===== config.mk =====
export PLATFORM = sky130hd
export DESIGN_NAME = sistema_speed_core
export DESIGN_NICKNAME = d
export VERILOG_FILES = /design/src/rtl/sistema_speed_core.sv
export SDC_FILE = /design/constraint.sdc
export NUM_CORES = 1
export LEC_CHECK = 0
export BUFFER_PORTS_ARGS = -buffer_cell sky130_fd_sc_hd__buf_2
export CORE_AREA = 5 5 42 44
export DETAILED_ROUTE_END_ITERATION = 12
export DIE_AREA = 0 0 47 49
export SLEW_MARGIN = 20
export SYNTH_ARGS = -nofsm -noshare
export SYNTH_HDL_FRONTEND = slang
export SYNTH_SLANG_ARGS = --single-unit
export TNS_END_PERCENT = 50

===== constraint.sdc =====
create_clock -name clk -period 2.6 [get_ports clk]
set_input_delay 0.65 -clock clk [delete_from_list [all_inputs] [get_ports clk]]
set_output_delay 0.65 -clock clk [all_outputs]
set_load 0.01 [all_outputs]

===== src/rtl/sistema_speed_core.sv =====
// Single-bit full adder (a + b + c -> {carry, s}) with an optional output
// register stage and a registered valid strobe.
module sistema_speed_core #(
  parameter int REGISTERED = 1
) (
  input  logic clk,
  input  logic reset_L,
  input  logic valid_in,
  input  logic a,
  input  logic b,
  input  logic c,
  output logic s,
  output logic carry,
  output logic valid_out
);

  logic sum_c;
  logic carry_c;
  logic valid_q;

  always_comb begin
    sum_c   = a ^ b ^ c;
    carry_c = (a & b) | (a & c) | (b & c);
  end

  // valid_out is registered in both build variants.
  always_ff @(posedge clk) begin
    if (!reset_L) valid_q <= 1'b0;
    else          valid_q <= valid_in;
  end

  assign valid_out = valid_q;

  generate
    if (REGISTERED != 0) begin : g_reg
      logic s_q;
      logic carry_q;

      // Result loads only on accepted operands; otherwise the last result is held.
      always_ff @(posedge clk) begin
        if (!reset_L) begin
          s_q     <= 1'b0;
          carry_q <= 1'b0;
        end else if (valid_in) begin
          s_q     <= sum_c;
          carry_q <= carry_c;
        end
      end

      assign s     = s_q;
      assign carry = carry_q;
    end else begin : g_comb
      assign s     = sum_c;
      assign carry = carry_c;
    end
  endgenerate

endmodule


==> results.toml, run 1 <==
[timing]
setup_viol = 0
rsz0062_at_grt = "no"
finClkSkew_ps = 0
period_minus_slack_ps = 1350
hold_viol_final = 0
setup_tns_ps = 0
fmax_ghz = 0.742
layout_setup_ws_ps = 1250
period_share = 0.518
relSlewSlack = 0.920
slew_viol_final = 0
worst_pin_slew_ps = 117

[global_routing]
grt_overflow_total = 0
grt_max_degree = 4
grt_use_met3 = 0.0886
antenna_found_initial = 0
grtUsageMet2 = 0.0317
busiest_layer = "met3"
grt_pass1_vias = 126
grt_pass1_wl_microns = 565
grt_usage = 0.0423
grt_util_met1 = 0.0419

[die]
die_y_microns = 49
die_width_microns = 47
design.portCount = 9
core_region_area_sq_um = 1400
start_util = 0.0857
rows = 14
die-area_sq_um = 2300

[clock_tree]
clock_path_buffers = 2
cts.htree.levels = 1
clk_latency_ps = 230
cts_buffers = 3
hold_buffers = 0
cts.sinks = 3
ctsResizeCount = 0
cts_setup_buffers = 0
cts_tree = "done"
root_buffer = "clkbuf_4"
clk_pin_slew_ps = 40

[logic_synthesis]
ys_top_cells_by_area = "dfxtp_1 50%, fa_1 17%, mux2i_1 17%"
ys_seq_area_frac = 0.500
syn_inst = 9
synth_area_leader_cell = "dfxtp_1"
synth_seq_cells = 3
synth_warnings = 0
synth_nets = 16
synth_top_area_share = 0.500
syn_avg_cell_area_sq_um = 13.3
netlist_area_sq_um = 120
ys_types = 5

[route]
first_pass_iters = 2
wirelength_microns = 319
vias_per_cell = 3.00
wl_per_cell_microns = 8.62
drt_iter0_drc = 1
vias = 111
detail-route-antenna-nets = 0
drcViolationCount = 0

[setup_path]
cpMaxStageDelayCell = "dfxtp_1"
arrival_ps = 700
path_class = "reg -> out"
cp_data_required_time_ps = 1950
endpoint_kind = "primary output"
crit_chain = "buf_2"
critPathBufInv = 1
crit_family = "flip-flops"
slowest_delay_ps = 330
worstPathMaxFanout = 2
startpoint_type = "flip-flop"

[cells_and_area]
syn2layout_area_growth_pct = 71.9
antenna_cells = 0
drive_gt1_frac = 0.571
fin_util = 0.147
nets = 29

[placement]
gp_congestion = 0.645
place_ws_ps = 1040
portBuffers = 8

[outcome]
status = "finished clean"

[power]
power.leakage_nw = 0.100
power_density_nw_per_um2 = 735
p_total_mw = 0.152
ir_drop_mv = 0.346

[hold_path]
min_path_type = "reg -> reg"

[job]
maxCapViolCount = 0
==> where the power goes <==
part	internal, mW	total (mW)	switching, mW	leakage, nW
combinational	0.00984	0.0182	0.00836	0.0605
clock	0.0576	0.0824	0.0248	0.0150
sequential	0.0497	0.0511	0.00144	0.0249
==> cell usage in the layout, fill, tap and decap left out <==
cell type,Yosys,routed
buf_2,0,8
nor2b_1,2,2
fa_1,1,1
and2_2,1,1
clkbuf_4,0,3
dfxtp_1,3,3
mux2i_1,2,2
clkbuf_1,0,1
==> state kept, by name, summed over array words and instances (netlist names) <==
| signal | cells |
|---|---|
| carry | 1 |
| s | 1 |
| valid_out | 1 |
==> Yosys cell counts <==
library cell	n
and2_2	1
dfxtp_1	3
fa_1	1
mux2i_1	2
nor2b_1	2
==> metal layers <==
layer / vias to the layer above / part of all wire
met5: - / 0
met4: 0 / 0
met3: 0 / 0.37
met2: 12 / 0.24
met1: 46 / 0.39
li1: 53 / -
==> kinds of logic after synthesis <==
group / count (synthesis) / share of synthesized area
mux: 2 / 0.167
flops: 3 / 0.500
fa+ha+maj: 1 / 0.167
simple gates: 3 / 0.167
==> stage by stage <==
| stage | cells | hold slack, ps | area (sq um) |
|---|---|---|---|
| 3_5_place_dp | 33 | 506 | 180 |
| 6_report | 37 | 506 | 206 |
| 5_1_grt | 37 | 534 | 206 |
| 2_1_floorplan | 9 | 538 | 120 |
| 3_3_place_gp | 33 | 493 | 180 |
| 4_1_cts | 37 | 515 | 206 |
==> worst paths after layout <==
path,start,end,slack [ps],cells past startpoint
worst max register to register,s,s,2010,2
worst max-delay path,s,s,1250,1
worst min-delay path,carry,carry,510,2
worst min register to register,carry,carry,510,2
==> final cells by class <==
class | count | area (sq um)
sequential | 3 | 60.1
multi-input combinational | 6 | 60.1
clock buffer | 4 | 26.3
timing repair buffer | 8 | 40.0
tap | 16 | 20.0
fill | 161 | 1190
Note: power is estimated with default switching activity, not from simulation.
==> run 2: changes to the inputs <==
clock period = 1.3 ns   (was 2.6 ns; I/O delays follow)
==> run 2 against run 1 <==
First-iteration DRC count did not move. Clock skew did not move. Register-to-register slack got worse by 1300 ps. Worst hold slack got worse by 180 ps. Final cell count did not move. Utilization did not move. Flip-flop and latch count did not move. Clock power rose by 100%.
==> results.toml, run 2 (synthesis gave the netlist of run 1 again) <==
[outcome]
status = "finished clean"

[timing]
finClkSkew_ps = 0
hold_viol_final = 0
period_minus_slack_ps = 1030
rsz0062_at_grt = "no"
fmax_ghz = 0.970
setup_viol = 0
layout_setup_ws_ps = 269
period_share = 0.793
worst_pin_slew_ps = 126
slew_viol_final = 0
setup_tns_ps = 0
relSlewSlack = 0.914

[setup_path]
slowest_delay_ps = 330
cpMaxStageDelayCell = "dfxtp_1"
arrival_ps = 710
crit_chain = "buf_2"
worstPathMaxFanout = 2
critPathBufInv = 1
cp_data_required_time_ps = 980
crit_family = "flip-flops"
startpoint_type = "flip-flop"
worst_r2r_path_depth = 2
endpoint_kind = "primary output"
path_class = "reg -> out"
path_depth = 1

[die]
die_y_microns = 49
die-area_sq_um = 2300
core_region_area_sq_um = 1400
die_width_microns = 47
start_util = 0.0857
design.portCount = 9
rows = 14

[clock_tree]
clock_path_buffers = 2
hold_buffers = 0
ctsResizeCount = 0
cts.sinks = 3
cts_buffers = 3
clk_latency_ps = 230
cts_setup_buffers = 0
clk_pin_slew_ps = 40
cts_tree = "done"
cts.htree.levels = 1
root_buffer = "clkbuf_4"

[placement]
gp_congestion = 0.627
portBuffers = 8
place_ws_ps = 81.2

[global_routing]
antenna_found_initial = 0
grt_overflow_total = 0
grt_pass1_wl_microns = 586
grt_max_degree = 4
grt_usage = 0.0416
grt_pass1_vias = 136

[route]
vias_per_cell = 2.89
wirelength_microns = 318
first_pass_iters = 2
drt_iter0_drc = 1
vias = 107
drcViolationCount = 0
wl_per_cell_microns = 8.59
detail-route-antenna-nets = 0

[cells_and_area]
syn2layout_area_growth_pct = 71.9
final_cell_mix = "8 x buf_2, 3 x dfxtp_1, 3 x clkbuf_4, 2 x mux2i_1, 2 x nor2b_1"
drive_gt1_frac = 0.571
antenna_cells = 0
nets = 29
mostFrequentLayoutCell = "buf_2"

[hold_path]
worst_hold_path.num_cells = 2
min_path_type = "in -> reg"

[power]
power.leakage_nw = 0.100
power_density_nw_per_um2 = 1470
ir_drop_mv = 0.334

[job]
maxCapViolCount = 0
==> run 2: area by class of cell <==
| class | count | area, sq um |
|---|---|---|
| multi-input combinational | 6 | 60.1 |
| clock buffer | 4 | 26.3 |
| tap | 16 | 20.0 |
| fill | 167 | 1190 |
| sequential | 3 | 60.1 |
| timing repair buffer | 8 | 40.0 |
==> run 2: worst paths after layout <==
path / end / start / slack [ps]
worst max-delay path: carry / carry / 270
worst min-delay path: s / reset_L / 330
worst max register to register: carry / carry / 700
worst min register to register: s / s / 520
==> run 2: per-layer routing <==
| layer | vias up | GRT usage | wire length (microns) |
|---|---|---|---|
| met4 | 0 | 0.0415 | 0 |
| met5 | - | 0 | 0 |
| met3 | 0 | 0.0517 | 62 |
| li1 | 54 | - | - |
| met1 | 44 | 0.0485 | 170 |
| met2 | 9 | 0.0317 | 85 |
==> run 2: where the power goes <==
part	total, mW	switching (mW)	internal [mW]
combinational	0.0354	0.0162	0.0192
clock	0.165	0.0500	0.115
sequential	0.102	0.00310	0.0993
total	0.303	0.0693	0.234
==> run 2: through the flow <==
step	power [mW]	hold slack (ps)	instances	cell area (sq um)	utilization
after global routing	0.332	343	37	206	0.147
after floorplan	0.119	453	9	120	-
final	0.303	326	37	206	0.147
after detailed placement	0.139	513	33	180	0.129
after CTS	0.314	320	37	206	0.147
after global placement	0.139	493	33	180	0.129
==> run 3: changes to the inputs <==
ABC_AREA = 1   (was default)
clock period = 1 ns   (was 1.3 ns; I/O delays follow)
==> run 3 against run 2 <==
Combinational power grew 38%. Clock-buffer cell count is the same. Critical path type unchanged. Non-clock buffer count is the same. Synthesized cell count grew 78%. Setup slack lost 200 ps. Clock power grew 30%.
==> results.toml, run 3 <==
[cells_and_area]
final_area_sq_um = 211
drive_gt1_frac = 0.393
nets = 36
mostFrequentLayoutCell = "buf_2"
fin_util = 0.151
syn2layout_area_growth_pct = 69.0
antenna_cells = 0
fin_cells = 44
final_cell_mix = "8 x buf_2, 5 x nand2_1, 4 x nor2_1"

[setup_path]
crit_family = "flip-flops"
startpoint_type = "flip-flop"
endpoint_kind = "primary output"
path_class = "reg -> out"
worstPathMaxFanout = 2
crit_chain = "buf_2"
slowest_delay_ps = 320
critPathBufInv = 1
arrival_ps = 680
cp_data_required_time_ps = 750
cpMaxStageDelayCell = "dfxtp_1"

[logic_synthesis]
syn_inst = 16
synth-simple-area-share = 0.270
synth_nets = 23
synth_warnings = 0
synth.mux.area_fraction = 0
synth_top_family_by_area = "simple AND/OR/NAND/NOR gates"
synthArstFlopShare = 0
synth_top_area_share = 0.480
synth-compound-area-share = 0
synth_flop_cell = "dfxtp_1"
synth_edf_count = 0
synth-adder-area-share = 0.160
netlist_area_sq_um = 125
synthXorXnorAreaFrac = 0
ys_seq_area_frac = 0.480
synth_area_leader_cell = "dfxtp_1"
syn_avg_cell_area_sq_um = 7.82
ys_top_cells_by_area = "dfxtp_1 48%, fa_1 16%, nand2_1 15%"
ys_types = 5
synth_seq_cells = 3
yosysMostFrequentCell = "nand2_1"
synth_common_cells = "5 x nand2_1, 4 x nor2_1, 3 x dfxtp_1, 3 x inv_1, 1 x fa_1"

[timing]
relSlewSlack = 0.944
fmax_ghz = 1.07
rsz0062_at_grt = "no"
finClkSkew_ps = 0
hold_viol_final = 0
worst_pin_slew_ps = 84.6
period_minus_slack_ps = 934
period_share = 0.934
holdWs_ps = 237
layout_setup_ws_ps = 66.4
setup_viol = 0
slew_viol_final = 0
setup_tns_ps = 0

[route]
vias = 137
detail-route-antenna-nets = 0
wl_per_cell_microns = 6.68
drt_iter0_drc = 1
vias_per_cell = 3.11
wirelength_microns = 294
first_pass_iters = 2
drcViolationCount = 0

[global_routing]
grt_pass1_vias = 143
grt_usage = 0.0366
grt_pass1_wl_microns = 558
grt_max_degree = 6
antenna_found_initial = 0
grt_overflow_total = 0

[power]
power.leakage_nw = 0.121
power_density_nw_per_um2 = 1870
p_total_mw = 0.396
ir_drop_mv = 0.615

[clock_tree]
cts_setup_buffers = 0
cts_tree = "done"
clk_pin_slew_ps = 40
clk_latency_ps = 230
root_buffer = "clkbuf_4"
clock_path_buffers = 2
cts_buffers = 3
cts.htree.levels = 1
cts.sinks = 3
hold_buffers = 0
ctsResizeCount = 0

[placement]
dpl-instance-area_sq_um = 185
dp.cells = 40
place_ws_ps = -156
portBuffers = 8
gp_congestion = 0.637
dp_hpwl_microns = 235

[outcome]
status = "finished clean"

[die]
core_region_area_sq_um = 1400
die_width_microns = 47
design.portCount = 9
start_util = 0.0893
die_y_microns = 49
die-area_sq_um = 2300
rows = 14

[job]
maxCapViolCount = 0

[hold_path]
min_path_type = "in -> reg"
run 3: changes by cell type after synthesis, sizes merged:
cell / previous run / this run
and2: 1 / 0
inv: 0 / 3
mux2i: 2 / 0
nand2: 0 / 5
nor2: 0 / 4
nor2b: 2 / 0
run 3: cells by family (layout without fill, tap and decap cells):
kind of cell	Yosys count	count (layout)
adder cells (fa/ha/maj)	1	1
buffers and inverters	3	15
flip-flops	3	3
AND/OR/NAND/NOR	9	9
run 3: power breakdown:
| group | switching [mW] | internal [mW] |
|---|---|---|
| logic | 0.0262 | 0.0228 |
| registers | 0.00320 | 0.129 |
| clock network | 0.0648 | 0.150 |
| total | 0.0942 | 0.302 |
run 3: cell type report:
cell class	instances	area, sq um
well taps	16	20.0
repair buffers	8	40.0
fillers	177	1190
inverters	3	11.3
clock buffers	4	26.3
multi-input cells	10	53.8
flip-flops and latches	3	60.1
run 3: worst min-delay path, cell delays in order:
cell and delay (ps):
buf_2 100, nand2_1 50, inv_1 40
run 3: metal layers:
| metal | routed length [microns] | track usage | part of all wire |
|---|---|---|---|
| met1 | 130 | 0.0417 | 0.44 |
| met2 | 135 | 0.0407 | 0.46 |
| met3 | 28 | 0.0221 | 0.095 |
| met4 | 0 | 0.0415 | 0 |
| met5 | 0 | 0 | 0 |
run 3: final timing paths:
path | start | endpoint | slack, ps | cells after the start
setup / recovery | s | s | 70 | 1
hold / removal | reset_L | valid_out | 240 | 3
setup reg to reg | carry | carry | 460 | 2
hold reg to reg | s | s | 470 | 2
